`config.mk`:
```
export PLATFORM = sky130hd
export DESIGN_NAME = cfg_frame_loader
export DESIGN_NICKNAME = d
export VERILOG_FILES = /design/src/rtl/cfg_frame_loader.sv
export SDC_FILE = /design/constraint.sdc
export NUM_CORES = 1
export LEC_CHECK = 0
export CORE_UTILIZATION = 45
export CTS_BUF_LIST = sky130_fd_sc_hd__clkbuf_8
export DETAILED_ROUTE_END_ITERATION = 16
export GPL_TIMING_DRIVEN = 0
export MAX_ROUTING_LAYER = met4
export PLACE_DENSITY = 0.78
export SETUP_SLACK_MARGIN = 0.15
export SKIP_LAST_GASP = 1
export SYNTH_ARGS = -nofsm -noshare
export SYNTH_HDL_FRONTEND = slang
export SYNTH_SLANG_ARGS = --single-unit
```
`constraint.sdc`:
```
create_clock -name clk -period 2.41 [get_ports clk]
set_input_delay 0.241 -clock clk [delete_from_list [all_inputs] [get_ports clk]]
set_output_delay 0.241 -clock clk [all_outputs]
set_load 0.1 [all_outputs]
```
`src/rtl/cfg_frame_loader.sv`:
```
// Config frame loader: address byte + FRAME_W/8 data bytes (LSB first) -> one-hot latch-enable pulse.
// Define CFG_LOADER_CRC_EN to require a trailing CRC-8 byte (poly 0x07, init 0x00) per frame.
module cfg_frame_loader #(
    parameter int FRAME_W    = 32,
    parameter int NUM_FRAMES = 16,
    parameter int WE_CYCLES  = 2
) (
    input  logic                  clk,
    input  logic                  rn,
    input  logic [7:0]            cfg_data,
    input  logic                  cfg_valid,
    output logic                  cfg_ready,
    output logic [FRAME_W-1:0]    frame_data,
    output logic [NUM_FRAMES-1:0] frame_we,
    output logic                  busy,
    output logic                  err,
    input  logic                  err_clr,
    output logic [15:0]           frame_cnt
);

    localparam int NBYTES = FRAME_W / 8;
    localparam int CNT_W  = 6;
`ifdef CFG_LOADER_CRC_EN
    localparam int DISC_BYTES = NBYTES + 1;
`else
    localparam int DISC_BYTES = NBYTES;
`endif
    localparam logic [NUM_FRAMES-1:0] WE_ONE = NUM_FRAMES'(1);

    typedef enum logic [2:0] {
        IDLE,
        DATA,
`ifdef CFG_LOADER_CRC_EN
        CRC,
`endif
        DISCARD,
        SETUP,
        WE,
        HOLD
    } state_t;

    state_t                  state_q, state_d;
    logic [7:0]              addr_q, addr_d;
    logic [CNT_W-1:0]        byte_cnt_q, byte_cnt_d;
    logic [3:0]              we_cnt_q, we_cnt_d;
    logic [FRAME_W-1:0]      frame_data_q, frame_data_d;
    logic [NUM_FRAMES-1:0]   frame_we_q, frame_we_d;
    logic [15:0]             frame_cnt_q, frame_cnt_d;
    logic                    err_q, err_d;
    logic                    err_set;
    logic                    accept;
`ifdef CFG_LOADER_CRC_EN
    logic [7:0]              crc_q, crc_d;

    function automatic logic [7:0] crc8_step(input logic [7:0] crc_in, input logic [7:0] din);
        logic [7:0] c;
        c = crc_in ^ din;
        for (int i = 0; i < 8; i++) begin
            c = c[7] ? ((c << 1) ^ 8'h07) : (c << 1);
        end
        return c;
    endfunction
`endif

    // Ready is forced low while reset is asserted so no byte is taken in the reset cycle.
    assign cfg_ready = rn && (state_q == IDLE || state_q == DATA ||
`ifdef CFG_LOADER_CRC_EN
                              state_q == CRC ||
`endif
                              state_q == DISCARD);
    assign busy       = rn && (state_q != IDLE);
    assign accept     = cfg_valid && cfg_ready;
    assign frame_data = frame_data_q;
    assign frame_we   = frame_we_q;
    assign frame_cnt  = frame_cnt_q;
    assign err        = err_q;

    always_comb begin
        // NOTE: every signal assigned here gets a default first, so no path can infer a latch.
        state_d      = state_q;
        addr_d       = addr_q;
        byte_cnt_d   = byte_cnt_q;
        we_cnt_d     = we_cnt_q;
        frame_data_d = frame_data_q;
        frame_cnt_d  = frame_cnt_q;
        err_set      = 1'b0;
`ifdef CFG_LOADER_CRC_EN
        crc_d        = crc_q;
`endif
        unique case (state_q)
            IDLE: begin
                if (accept) begin
                    byte_cnt_d = '0;
                    if ({1'b0, cfg_data} < 9'(NUM_FRAMES)) begin
                        addr_d  = cfg_data;
                        state_d = DATA;
`ifdef CFG_LOADER_CRC_EN
                        crc_d   = crc8_step(8'h00, cfg_data);
`endif
                    end else begin
                        err_set = 1'b1;
                        state_d = DISCARD;
                    end
                end
            end
            DATA: begin
                if (accept) begin
                    for (int b = 0; b < NBYTES; b++) begin
                        if (byte_cnt_q == CNT_W'(b)) frame_data_d[b*8 +: 8] = cfg_data;
                    end
`ifdef CFG_LOADER_CRC_EN
                    crc_d = crc8_step(crc_q, cfg_data);
`endif
                    if (byte_cnt_q == CNT_W'(NBYTES - 1)) begin
`ifdef CFG_LOADER_CRC_EN
                        state_d = CRC;
`else
                        state_d = SETUP;
`endif
                    end else begin
                        byte_cnt_d = byte_cnt_q + CNT_W'(1);
                    end
                end
            end
`ifdef CFG_LOADER_CRC_EN
            CRC: begin
                if (accept) begin
                    if (cfg_data == crc_q) begin
                        state_d = SETUP;
                    end else begin
                        err_set = 1'b1;
                        state_d = IDLE;
                    end
                end
            end
`endif
            DISCARD: begin
                if (accept) begin
                    if (byte_cnt_q == CNT_W'(DISC_BYTES - 1)) state_d = IDLE;
                    else byte_cnt_d = byte_cnt_q + CNT_W'(1);
                end
            end
            SETUP: begin
                we_cnt_d = '0;
                state_d  = WE;
            end
            WE: begin
                if (we_cnt_q == 4'(WE_CYCLES - 1)) begin
                    state_d     = HOLD;
                    frame_cnt_d = frame_cnt_q + 16'd1;
                end else begin
                    we_cnt_d = we_cnt_q + 4'd1;
                end
            end
            HOLD:    state_d = IDLE;
            default: state_d = IDLE;
        endcase

        // Set wins over a same-cycle clear.
        err_d      = (err_q && !err_clr) || err_set;
        // Enables are registered from the next state so the latches see a glitch-free pulse.
        frame_we_d = (state_d == WE) ? (WE_ONE << addr_q) : '0;
    end

    always_ff @(posedge clk) begin
        // NOTE: state registers use non-blocking assignments so all flops update from pre-edge values.
        if (!rn) begin
            state_q      <= IDLE;
            addr_q       <= '0;
            byte_cnt_q   <= '0;
            we_cnt_q     <= '0;
            frame_data_q <= '0;
            frame_we_q   <= '0;
            frame_cnt_q  <= '0;
            err_q        <= 1'b0;
`ifdef CFG_LOADER_CRC_EN
            crc_q        <= '0;
`endif
        end else begin
            state_q      <= state_d;
            addr_q       <= addr_d;
            byte_cnt_q   <= byte_cnt_d;
            we_cnt_q     <= we_cnt_d;
            frame_data_q <= frame_data_d;
            frame_we_q   <= frame_we_d;
            frame_cnt_q  <= frame_cnt_d;
            err_q        <= err_d;
`ifdef CFG_LOADER_CRC_EN
            crc_q        <= crc_d;
`endif
        end
    end

endmodule

```
* Yosys cells after proc, flatten, opt, wreduce, memory -nomap -nowiden
Cells that the tools add are included.
** Word-level totals
- Flip-flop bits (word level) :: 86
- Input bits :: 12
- Output and inout bits :: 67
- Logic and storage cells :: 69
** Cells by class
- Add/sub/neg operators :: 3
- Magnitude comparators :: 1
- Equality and inequality tests :: 13
- Shifts and indexed selects :: 1
- Mux-type cells :: 17
- Reduce and logical (&&, ||, !) cells :: 23
** Operators with widths (count)
- 2-to-1 mux 3 bit :: 6
- 2-to-1 mux 6 bit :: 3
- adder 16 x 1 -> 16 bit (second input constant) :: 1
- << shifter 1 x 8 -> 16 bit (first input constant) :: 1
- one-hot mux 3 bit (5 select lines) :: 1
- AND reduction 3 bit :: 5
- equality test 6 x 2 -> 1 bit (second input constant) :: 2
- one-hot mux 6 bit (2 select lines) :: 1
- < comparator 8 x 5 -> 1 bit (second input constant) :: 1
- one-hot mux 4 bit (2 select lines) :: 1
- adder 6 x 1 -> 6 bit (second input constant) :: 1
- equality test 3 x 2 -> 1 bit (second input constant) :: 2
- equality test 3 bit (second input constant) :: 2
- equality test 6 x 1 -> 1 bit (second input constant) :: 1
- logical NOT 6 bit :: 1
- != test 2 bit (second input constant) :: 3
- AND reduction 2 bit :: 3
- adder 4 x 1 -> 4 bit (second input constant) :: 1
- equality test 4 x 1 -> 1 bit (second input constant) :: 1
- logical AND 1 bit :: 4
- 2-to-1 mux 4 bit :: 1
- AND reduction 4 bit :: 1
- nonzero test 2 bit :: 2
- equality test 3 x 1 -> 1 bit (second input constant) :: 1
- other kinds (8) :: 12

* Longest topological paths before layout
Gate-level depths: netlist of run 1.
- Word-level depth :: 9
- Depth in mapped cells :: 7
- Gate-level depth less buffers :: 6

* Worst setup path before layout of run 1
OpenSTA, ideal clock, no wires.
- Kind :: reg-to-reg
- Start point :: register frame_cnt_q[5] (netlist: frame_cnt[5])
- End point :: register frame_cnt_q[14] (netlist: frame_cnt[14])
- Library setup time :: 0.070 ns
- Data arrival time :: 2.256 ns
- Path slack :: 0.084 ns
- Cell stages (with the launch flop) :: 6
- Path buffers :: 1
- Period minus slack after synthesis :: 2.326 ns
- Cell sequence :: dfxtp_1 and4_2 nand2_1 buf_2 or4_1 a21oi_1
** Between the ends
- Word-level cells in the longest chain between the ends :: 1
** RTL lines
- from (decl) :: RTL line 48 : logic [15:0] frame_cnt_q, frame_cnt_d;
- from (signal assigned) :: RTL line 186 : frame_cnt_q <= frame_cnt_d;
- adder 16 x 1 -> 16 bit :: RTL line 150 : frame_cnt_d = frame_cnt_q + 16'd1;
Every way passes these cells.
A chain may end at the register's enable or synchronous reset.

* Worst setup path after layout of run 1
- Start point :: register frame_cnt_q[0] (netlist: frame_cnt[0])
- End point :: output port frame_cnt[0]
** RTL lines
- to (decl) :: RTL line 18 : output logic [15:0] frame_cnt
No word-level cell between the ends.

==> run_results.csv, run 1 <==
group,metric,value,unit
outcome,status,"complete, no violations",
synthesis,synth_area_leaders,"dfxtp_1 50%, nand3_1 4.9%, o21ai_0 4.5%",
cts,clockRootBuffer,"clkbuf_8",
sta,post-route-period-util,90.9,%
placement,place_congestion,0.899,
placement,post-dp-hpwl,5880,um
final_layout,num_antenna_cells,0,
sta,worst_pin_slew,1.00,ns
synthesis,synth-edff-count,0,
critical_path,critPathSlowestCell,"clkdlybuf4s50_1",
synthesis,synth_common_cells,"86 x dfxtp_1, 34 x nand3_1, 31 x o21ai_0",
final_layout,area_delta_synth_final,31.3,%
routing,antenna_left,0,
critical_path,worstSetupPathType,"flip-flop to output port",
power,p_sw_share,25.5,%
synthesis,synth-xor-area-share,2.29,%
floorplanning,dieWidth,89.6,um
sta,setup_violations,0,
sta,fin_skew,0.00945,ns
sta,fmax,0.457,GHz
sta,hold_viol,0,
synthesis,synth_top_family_by_area,"simple AND/OR/NAND/NOR gates",
sta,rsz0062_at_grt,"false",
sta,maxSlewHeadroom,33.1,%
routing,vias,3032,
cts,clk_latency,0.36,ns
cts,cts_buffer_depth,2,
synthesis,synth.distinct_cells,44,
grt,grt_usage,21.8,%
synthesis,syn_area,3450,um2
routing,dr.pass1.iters,4,
critical_path,cp_cell_sequence,"clkdlybuf4s50_1",
power,p_total,0.00248,W
synthesis,synth_most_common_cell,"dfxtp_1",
floorplanning,std_cell_rows,31,
synthesis,synth_top_area_share,49.9,%
synthesis,synth_compound_gate_area_share,9.94,%
power,seqPwrFrac,57.5,%
synthesis,syn_nets,388,
grt,grt_pass1_wl,12900,um
synthesis,synthAdderAreaFrac,2.54,%
final_layout,nFillCells,620,
critical_path,crit_family,"buffers and inverters",
power,leakage,1.73,nW
synthesis,synthSimpleGateAreaFrac,27.8,%
run,cap_violations,0,
synthesis,synthArstFlopShare,0,%
grt,grt_antenna_before_repair,0,
placement,io_buffers,78,
worst_hold_path,hold_class,"flip-flop to flip-flop",
grt,grt_pass1_vias,2823,
power,internal-power,0.00185,W
critical_path,critPathMaxFanout,5,
synthesis,yosysTopAreaCell,"dfxtp_1",
critical_path,crit_path_end_kind,"output port",
grt,gr-total-overflow,0,
floorplanning,io_pins,79,
floorplanning,dieArea,8020,um2
cts,cts.clk_slew.worst_paths,0.09,ns
floorplanning,initial_core_util,47.1,%
routing,drt_iter0_drc,159,
routing,post_drt_wl_per_cell,14.2,um
critical_path,crit_arrival,1.95,ns
grt,grt_max_degree,17,
cts,h-tree-depth,3,
cts,cts_buffers,9,
power,clkPwrFrac,37.5,%
synthesis,synth_seq_area_share,49.9,%
critical_path,start_kind,"flip-flop",
synthesis,synth_cells,369,
critical_path,crit_required,2.17,ns
power,combPwrFrac,5.0,%
synthesis,ys_warn_count,0,
final_layout,layout.nets,477,
synthesis,syn_area_per_cell,9.35,um2
power,p_per_area,548,nW/um2
critical_path,max_stage_delay,1.16,ns
sta,finalCriticalPeriod,2.19,ns
critical_path,path_buf_inv,1,
routing,drcViolationCount,0,
sta,slew_violations,0,
floorplanning,die_height,89.6,um
routing,routed_wl,8000,um
synthesis,synthFlopType,"dfxtp_1",
power,vdd_ir_drop_max,0.453,mV
power,switchingPower,0.000634,W
synthesis,muxShareOfSynthArea,4.06,%
final_layout,utilization,61.8,%
synthesis,ys_ff_latch,86,
cts,hold_buffers,0,
final_layout,layout-drive-gt1-share,8.21,%
cts,cts_tree,"yes",
routing,vias_per_cell,5.40,
cts,clock_sinks,86,
floorplanning,coreArea,7330,um2
[power groups by stage]
stage / registers, W / logic [W] / clock network, W
4_1_cts: 0.00143 / 0.000127 / 0.000941
6_report: 0.00143 / 0.000125 / 0.000930
5_1_grt: 0.00143 / 0.000136 / 0.00100
3_5_place_dp: 0.00146 / 0.000127 / 0
3_3_place_gp: 0.00146 / 0.000125 / 0
2_1_floorplan: 0.00147 / 0.0000672 / 0
[state kept, by name, indices dropped and copies added, names as in the netlist]
signal,count
frame_data,32
frame_cnt,16
frame_we,16
addr_q,8
byte_cnt_q,6
we_cnt_q,4
state_q,3
err,1
[path summary, 6_finish.rpt]
check / startpoint / cells past startpoint / slack, ns / to
hold / removal: frame_data[21] / 2 / 0.48 / frame_data[21]
hold reg to reg: frame_data[21] / 2 / 0.48 / frame_data[21]
setup / recovery: frame_cnt[0] / 1 / 0.22 / frame_cnt[0]
setup reg to reg: we_cnt_q[0] / 6 / 0.40 / frame_we[9]
[cell families (layout without fill, tap and decap cells)]
group	count (synthesis)	in the layout
AOI/OAI and AO/OA	60	60
xor gates and xnor gates	9	9
adders and majority gates	7	7
buffers and inverters	26	120
DFF	86	86
muxes	14	14
and+or+nand+nor	167	167
[per-layer routing]
metal	up-vias	global-route usage (%)	share of wire, %
met1	1424	25.6	45
li1	1508	-	-
met5	-	-	0
met4	0	6.78	1.4
met2	87	35.9	48
met3	13	6.56	5.9
[stage by stage]
stage | worst slack (ns) | instances | TNS (ns) | hold slack (ns) | cell area (um2)
after global placement | -0.412 | 546 | -0.791 | 0.453 | 4360
after global routing | 0.160 | 562 | 0 | 0.499 | 4530
after floorplan | 0.154 | 369 | 0 | 0.385 | 3450
after CTS | 0.143 | 562 | 0 | 0.485 | 4540
after detailed placement | -0.405 | 546 | -0.761 | 0.467 | 4360
final | 0.220 | 562 | 0 | 0.483 | 4530
[layout by cell type (no fill, tap or decap), types with 12 or more instances in the layout]
cell type        count
a21oi_1             15
clkdlybuf4s50_1     75
dfxtp_1             84
mux2i_1             14
nand2_1             23
nand3_1             34
nand4_1             12
nor2_1              27
nor3_1              12
o21ai_0             31
[cell type report]
type / count / area (um2) / area share [%]
plain buffers: 19 / 92.6 / 2.04
clock buffers: 9 / 124 / 2.73
clock inverters: 7 / 56.3 / 1.24
inverters: 7 / 26.3 / 0.580
multi-input cells: 257 / 1610 / 35.5
flip-flops and latches: 86 / 1720 / 38.1
well taps: 99 / 124 / 2.73
repair buffers: 78 / 773 / 17.1
[timing repair]
action | CTS | global route
pin swaps | 0 | 0
setup buffers | 0 | 0
cloned | 0 | 0
gates resized for setup | 6 | 5
endpoints found under the setup margin | 2 | 3
Note: power is estimated with default switching activity, not from simulation.
==> inputs of run 2 (changes only) <==
CORE_UTILIZATION = 50   (was 45)
CTS_CLUSTER_DIAMETER = 50   (was default)
PLACE_DENSITY = 0.85   (was 0.78)
==> run_results.csv, run 2 (synthesis results as in run 1) <==
group,metric,value,unit
placement,dp_cells,524,
routing,vias_per_cell,5.61,
run,cap_violations,0,
floorplanning,initial_core_util,53.1,%
critical_path,worstRegToRegCells,6,
floorplanning,std_cell_rows,29,
critical_path,crit_path_end_kind,"output port",
cts,cts.clk_slew.worst_paths,0.09,ns
floorplanning,dieWidth,85.1,um
sta,post-route-period-util,91.1,%
critical_path,max_stage_delay,1.17,ns
grt,grt_pass1_wl,13000,um
power,p_total,0.00266,W
cts,hold_buffers,0,
sta,hold_viol,0,
cts,post_cts_buffers,0,
routing,post_drt_wl_per_cell,14.7,um
critical_path,critical_path_depth,1,
sta,maxSlewHeadroom,31.9,%
floorplanning,coreArea,6490,um2
grt,grt_usage,23.6,%
sta,slew_violations,0,
cts,cts_buffers,9,
routing,vias,3026,
power,p_per_area,586,nW/um2
critical_path,crit_family,"buffers and inverters",
final_layout,area_delta_synth_final,31.5,%
outcome,status,"complete, no violations",
critical_path,crit_end,"frame_cnt[10]",
floorplanning,die_height,85.1,um
routing,dr.pass1.iters,4,
final_layout,final_cell_mix,"84 x dfxtp_1, 76 x clkdlybuf4s50_1, 34 x nand3_1",
sta,rsz0062_at_grt,"false",
placement,dp_slack,-0.427,ns
sta,fin_skew,0.0144,ns
grt,grt_pass1_vias,2747,
routing,drcViolationCount,0,
sta,finalCriticalPeriod,2.20,ns
sta,fmax,0.455,GHz
floorplanning,dieArea,7240,um2
placement,post-dp-hpwl,5810,um
critical_path,r2r_end,"frame_we[5]",
power,leakage,1.74,nW
power,vdd_ir_drop_max,0.452,mV
cts,cts_buffer_depth,2,
grt,grt_max_degree,16,
worst_hold_path,hp-start,"frame_data[1]",
floorplanning,io_pins,79,
critical_path,crit_required,2.17,ns
placement,io_buffers,78,
final_layout,mostFrequentLayoutCell,"dfxtp_1",
critical_path,start_kind,"flip-flop",
cts,cts_tree,"yes",
critical_path,crit_arrival,1.96,ns
worst_hold_path,hold_class,"flip-flop to flip-flop",
critical_path,critPathMaxFanout,7,
routing,antenna_left,0,
grt,gr-total-overflow,0,
cts,clock_sinks,86,
sta,finalHoldWorstSlack,0.482,ns
critical_path,critPathSlowestCell,"clkdlybuf4s50_1",
sta,setup_violations,0,
final_layout,layout-drive-gt1-share,8.01,%
cts,clk_latency,0.35,ns
critical_path,cp-startpoint,"frame_cnt[10]",
sta,finalSetupTns,0,ns
critical_path,path_buf_inv,1,
final_layout,final_cells,539,
final_layout,largest_register_ff_count,32,
final_layout,layout.nets,477,
grt,grt_antenna_before_repair,0,
critical_path,cp_cell_sequence,"clkdlybuf4s50_1",
placement,place_congestion,0.806,
cts,clockRootBuffer,"clkbuf_8",
routing,routed_wl,7940,um
critical_path,worst-r2r-setup-slack,0.35,ns
routing,drt_iter0_drc,123,
sta,worst_pin_slew,1.02,ns
critical_path,worstSetupPathType,"flip-flop to output port",
cts,h-tree-depth,3,
critical_path,r2r_start,"we_cnt_q[0]",
sta,layout_setup_ws,0.214,ns
final_layout,num_antenna_cells,0,
worst_hold_path,holdPathStages,2,
run 2: changes by cell type in the layout (fill, tap and decap cells not counted), sizes merged:
cell / delta
bufinv: +2
clkinvlp: -2
clkdlybuf4s50: +1
clkinv: -1
dlymetal6s2s: -1
run 2: routing by layer:
| metal | GRT usage (%) | vias up | part of all wire, % | wire length [um] |
|---|---|---|---|---|
| met1 | 28.8 | 1421 | 45 | 3560 |
| met2 | 37.2 | 85 | 47 | 3730 |
| met4 | 9.71 | 0 | 1.2 | 98 |
| met3 | 6.32 | 12 | 7.0 | 553 |
| li1 | - | 1508 | - | - |
| met5 | - | - | 0 | 0 |
run 2: cell type report:
cell class,instances,area (um2)
fillers,502,1960
flip-flops and latches,86,1720
multi-input cells,257,1610
repair buffers,78,771
clock buffers,9,124
well taps,77,96.3
clock inverters,6,93.8
plain buffers,19,92.6
inverters,7,26.3
run 2: through the flow:
stage               utilization (%)  instance area [um2]
global route                   69.9                 4540
floorplan                         -                 3450
detailed placement             66.7                 4330
finish                         69.9                 4540
global placement               66.7                 4330
CTS                            70.0                 4550
run 2: power by group:
| part | switching, W | total [W] | internal [W] | leakage (nW) |
|---|---|---|---|---|
| logic | 0.0000845 | 0.000125 | 0.0000407 | 0.939 |
| clock network | 0.000521 | 0.00111 | 0.000587 | 0.106 |
| registers | 0.00000413 | 0.00143 | 0.00142 | 0.694 |
| total | 0.000610 | 0.00266 | 0.00205 | 1.74 |
run 2: what timing repair did:
action / CTS / global route
endpoints found under the hold margin: 0 / 0
resized for setup: 6 / 4
endpoints found under the setup margin: 2 / 2
pin swaps: 0 / 0
run 2: worst min-delay path by stage:
stage	to
6_report	frame_data[1]
2_1_floorplan	addr_q[0]
3_3_place_gp	frame_data[4]
3_5_place_dp	frame_data[22]
4_1_cts	frame_data[7]
5_1_grt	addr_q[5]
==> inputs of run 3 (changes only) <==
SETUP_SLACK_MARGIN = 0.02   (was 0.15)
==> run_results.csv, run 3 (synthesis results as in run 1) <==
group,metric,value,unit
final_layout,layout.nets,477,
power,leakage,1.74,nW
power,p_total,0.00267,W
power,p_per_area,586,nW/um2
critical_path,critPathMaxFanout,10,
grt,grt_antenna_before_repair,0,
power,seqPwrFrac,53.6,%
final_layout,area_delta_synth_final,31.9,%
run,cap_violations,0,
cts,h-tree-depth,3,
routing,drcViolationCount,0,
sta,worst_pin_slew,1.02,ns
placement,dp_cells,524,
critical_path,crit_path_end_kind,"output port",
sta,slew_violations,0,
cts,clockRootBuffer,"clkbuf_8",
final_layout,mostFrequentLayoutCell,"dfxtp_1",
sta,setup_violations,0,
cts,cts_buffers,9,
grt,grt_max_degree,16,
power,switchingPower,0.000614,W
floorplanning,io_pins,79,
routing,vias,3030,
final_layout,layout-drive-gt1-share,7.56,%
floorplanning,die_height,85.1,um
sta,finalCriticalPeriod,2.23,ns
critical_path,path_buf_inv,2,
cts,clock_sinks,86,
floorplanning,dieArea,7240,um2
sta,rsz0062_at_grt,"false",
critical_path,critPathSlowestCell,"clkdlybuf4s15_2",
floorplanning,std_cell_rows,29,
final_layout,num_antenna_cells,0,
sta,finalSetupTns,0,ns
cts,cts_buffer_depth,2,
critical_path,cp-startpoint,"state_q[2]",
sta,post-route-period-util,92.6,%
critical_path,r2r_start,"we_cnt_q[0]",
grt,grt_pass1_vias,2821,
final_layout,final_cell_mix,"86 x dfxtp_1, 76 x clkdlybuf4s50_1, 34 x nand3_1",
routing,antenna_left,0,
placement,io_buffers,78,
final_layout,utilization,70.1,%
power,p_sw_share,23.0,%
critical_path,max_stage_delay,0.57,ns
critical_path,cp_cell_sequence,"clkbuf_1 > nor2b_1 > and2_1 > clkdlybuf4s15_2",
critical_path,crit_family,"buffers and inverters",
sta,fmax,0.448,GHz
cts,cts.clk_slew.worst_paths,0.08,ns
cts,cts_tree,"yes",
power,internal-power,0.00205,W
routing,vias_per_cell,5.61,
floorplanning,initial_core_util,53.1,%
outcome,status,"complete, no violations",
power,vdd_ir_drop_max,0.442,mV
placement,post-dp-hpwl,5840,um
cts,clk_latency,0.36,ns
grt,grt_pass1_wl,13400,um
worst_hold_path,hold_class,"flip-flop to flip-flop",
worst_hold_path,hp-start,"frame_cnt[15]",
sta,finalHoldWorstSlack,0.479,ns
sta,hold_viol,0,
power,combPwrFrac,4.7,%
critical_path,worstSetupPathType,"flip-flop to output port",
final_layout,largest_register_ff_count,32,
power,clkPwrFrac,41.7,%
floorplanning,dieWidth,85.1,um
routing,routed_wl,8080,um
critical_path,start_kind,"flip-flop",
critical_path,crit_required,2.17,ns
floorplanning,coreArea,6490,um2
critical_path,crit_arrival,1.99,ns
routing,post_drt_wl_per_cell,15.0,um
sta,fin_skew,0.0100,ns
grt,grt_usage,24.1,%
routing,drt_iter0_drc,149,
grt,gr-total-overflow,0,
final_layout,final_cells,540,
routing,dr.pass1.iters,4,
placement,place_congestion,0.840,
sta,maxSlewHeadroom,31.6,%
==> run 3: changes by cell type in the layout (fill, tap and decap cells not counted) <==
| cell | before | now |
|---|---|---|
| dfxtp_2 | 2 | 0 |
| clkdlybuf4s15_2 | 0 | 2 |
| dfxtp_1 | 84 | 86 |
| clkinv_4 | 1 | 2 |
| buf_2 | 6 | 4 |
| inv_6 | 2 | 1 |
| inv_1 | 7 | 8 |
==> run 3: final timing paths <==
| path | depth (start not counted) | slack (ns) | endpoint |
|---|---|---|---|
| worst min register to register | 2 | 0.48 | frame_cnt[15] |
| worst max-delay path | 4 | 0.18 | cfg_ready |
| worst min-delay path | 2 | 0.48 | frame_cnt[15] |
| worst max register to register | 6 | 0.38 | frame_we[14] |
==> run 3: what timing repair did <==
action | in CTS | in global routing
hold endpoints to repair | 0 | 0
resized for setup | 6 | 0
hold buffers | 0 | 0
buffers inserted | 0 | 0
setup endpoints to repair | 2 | 0
==> run 3: per-layer routing <==
metal  track usage [%]  wire length, um  up-vias  share of wire, %
li1                  -                -     1509                 -
met1              29.2             3600     1411                45
met2              38.1             3840       93                48
met3              5.45              458       17               5.7
met4              11.4              179        0               2.2
met5                 -                0        -                 0
==> run 3: power by group through the flow <==
stage	combinational (W)	clock, W	sequential, W
6_report	0.000126	0.00111	0.00143
5_1_grt	0.000137	0.00119	0.00143
4_1_cts	0.000126	0.00113	0.00143
3_5_place_dp	0.000125	0	0.00146
3_3_place_gp	0.000124	0	0.00146
2_1_floorplan	0.0000672	0	0.00147
==> run 3: worst min-delay path, cell delays in order, from the launching register on <==
cell,delay [ns]
dfxtp_1,0.32
o31ai_1,0.06
a21oi_1,0.05
==> run 3: layout make-up <==
type / count / area (um2)
fill: 510 / 1940
sequential: 86 / 1720
multi-input combinational: 257 / 1610
timing repair buffer: 78 / 783
clock buffer: 9 / 124
clock inverter: 7 / 97.6
tap: 77 / 96.3
buffer: 19 / 92.6
inverter: 7 / 26.3
==> run 3: through the flow <==
step                      setup WS [ns]  instance area (um2)
after global placement           -0.406                 4330
after global routing             0.0765                 4550
after CTS                         0.169                 4550
after detailed placement         -0.407                 4330
after floorplan                  0.0840                 3450
final                             0.179                 4550
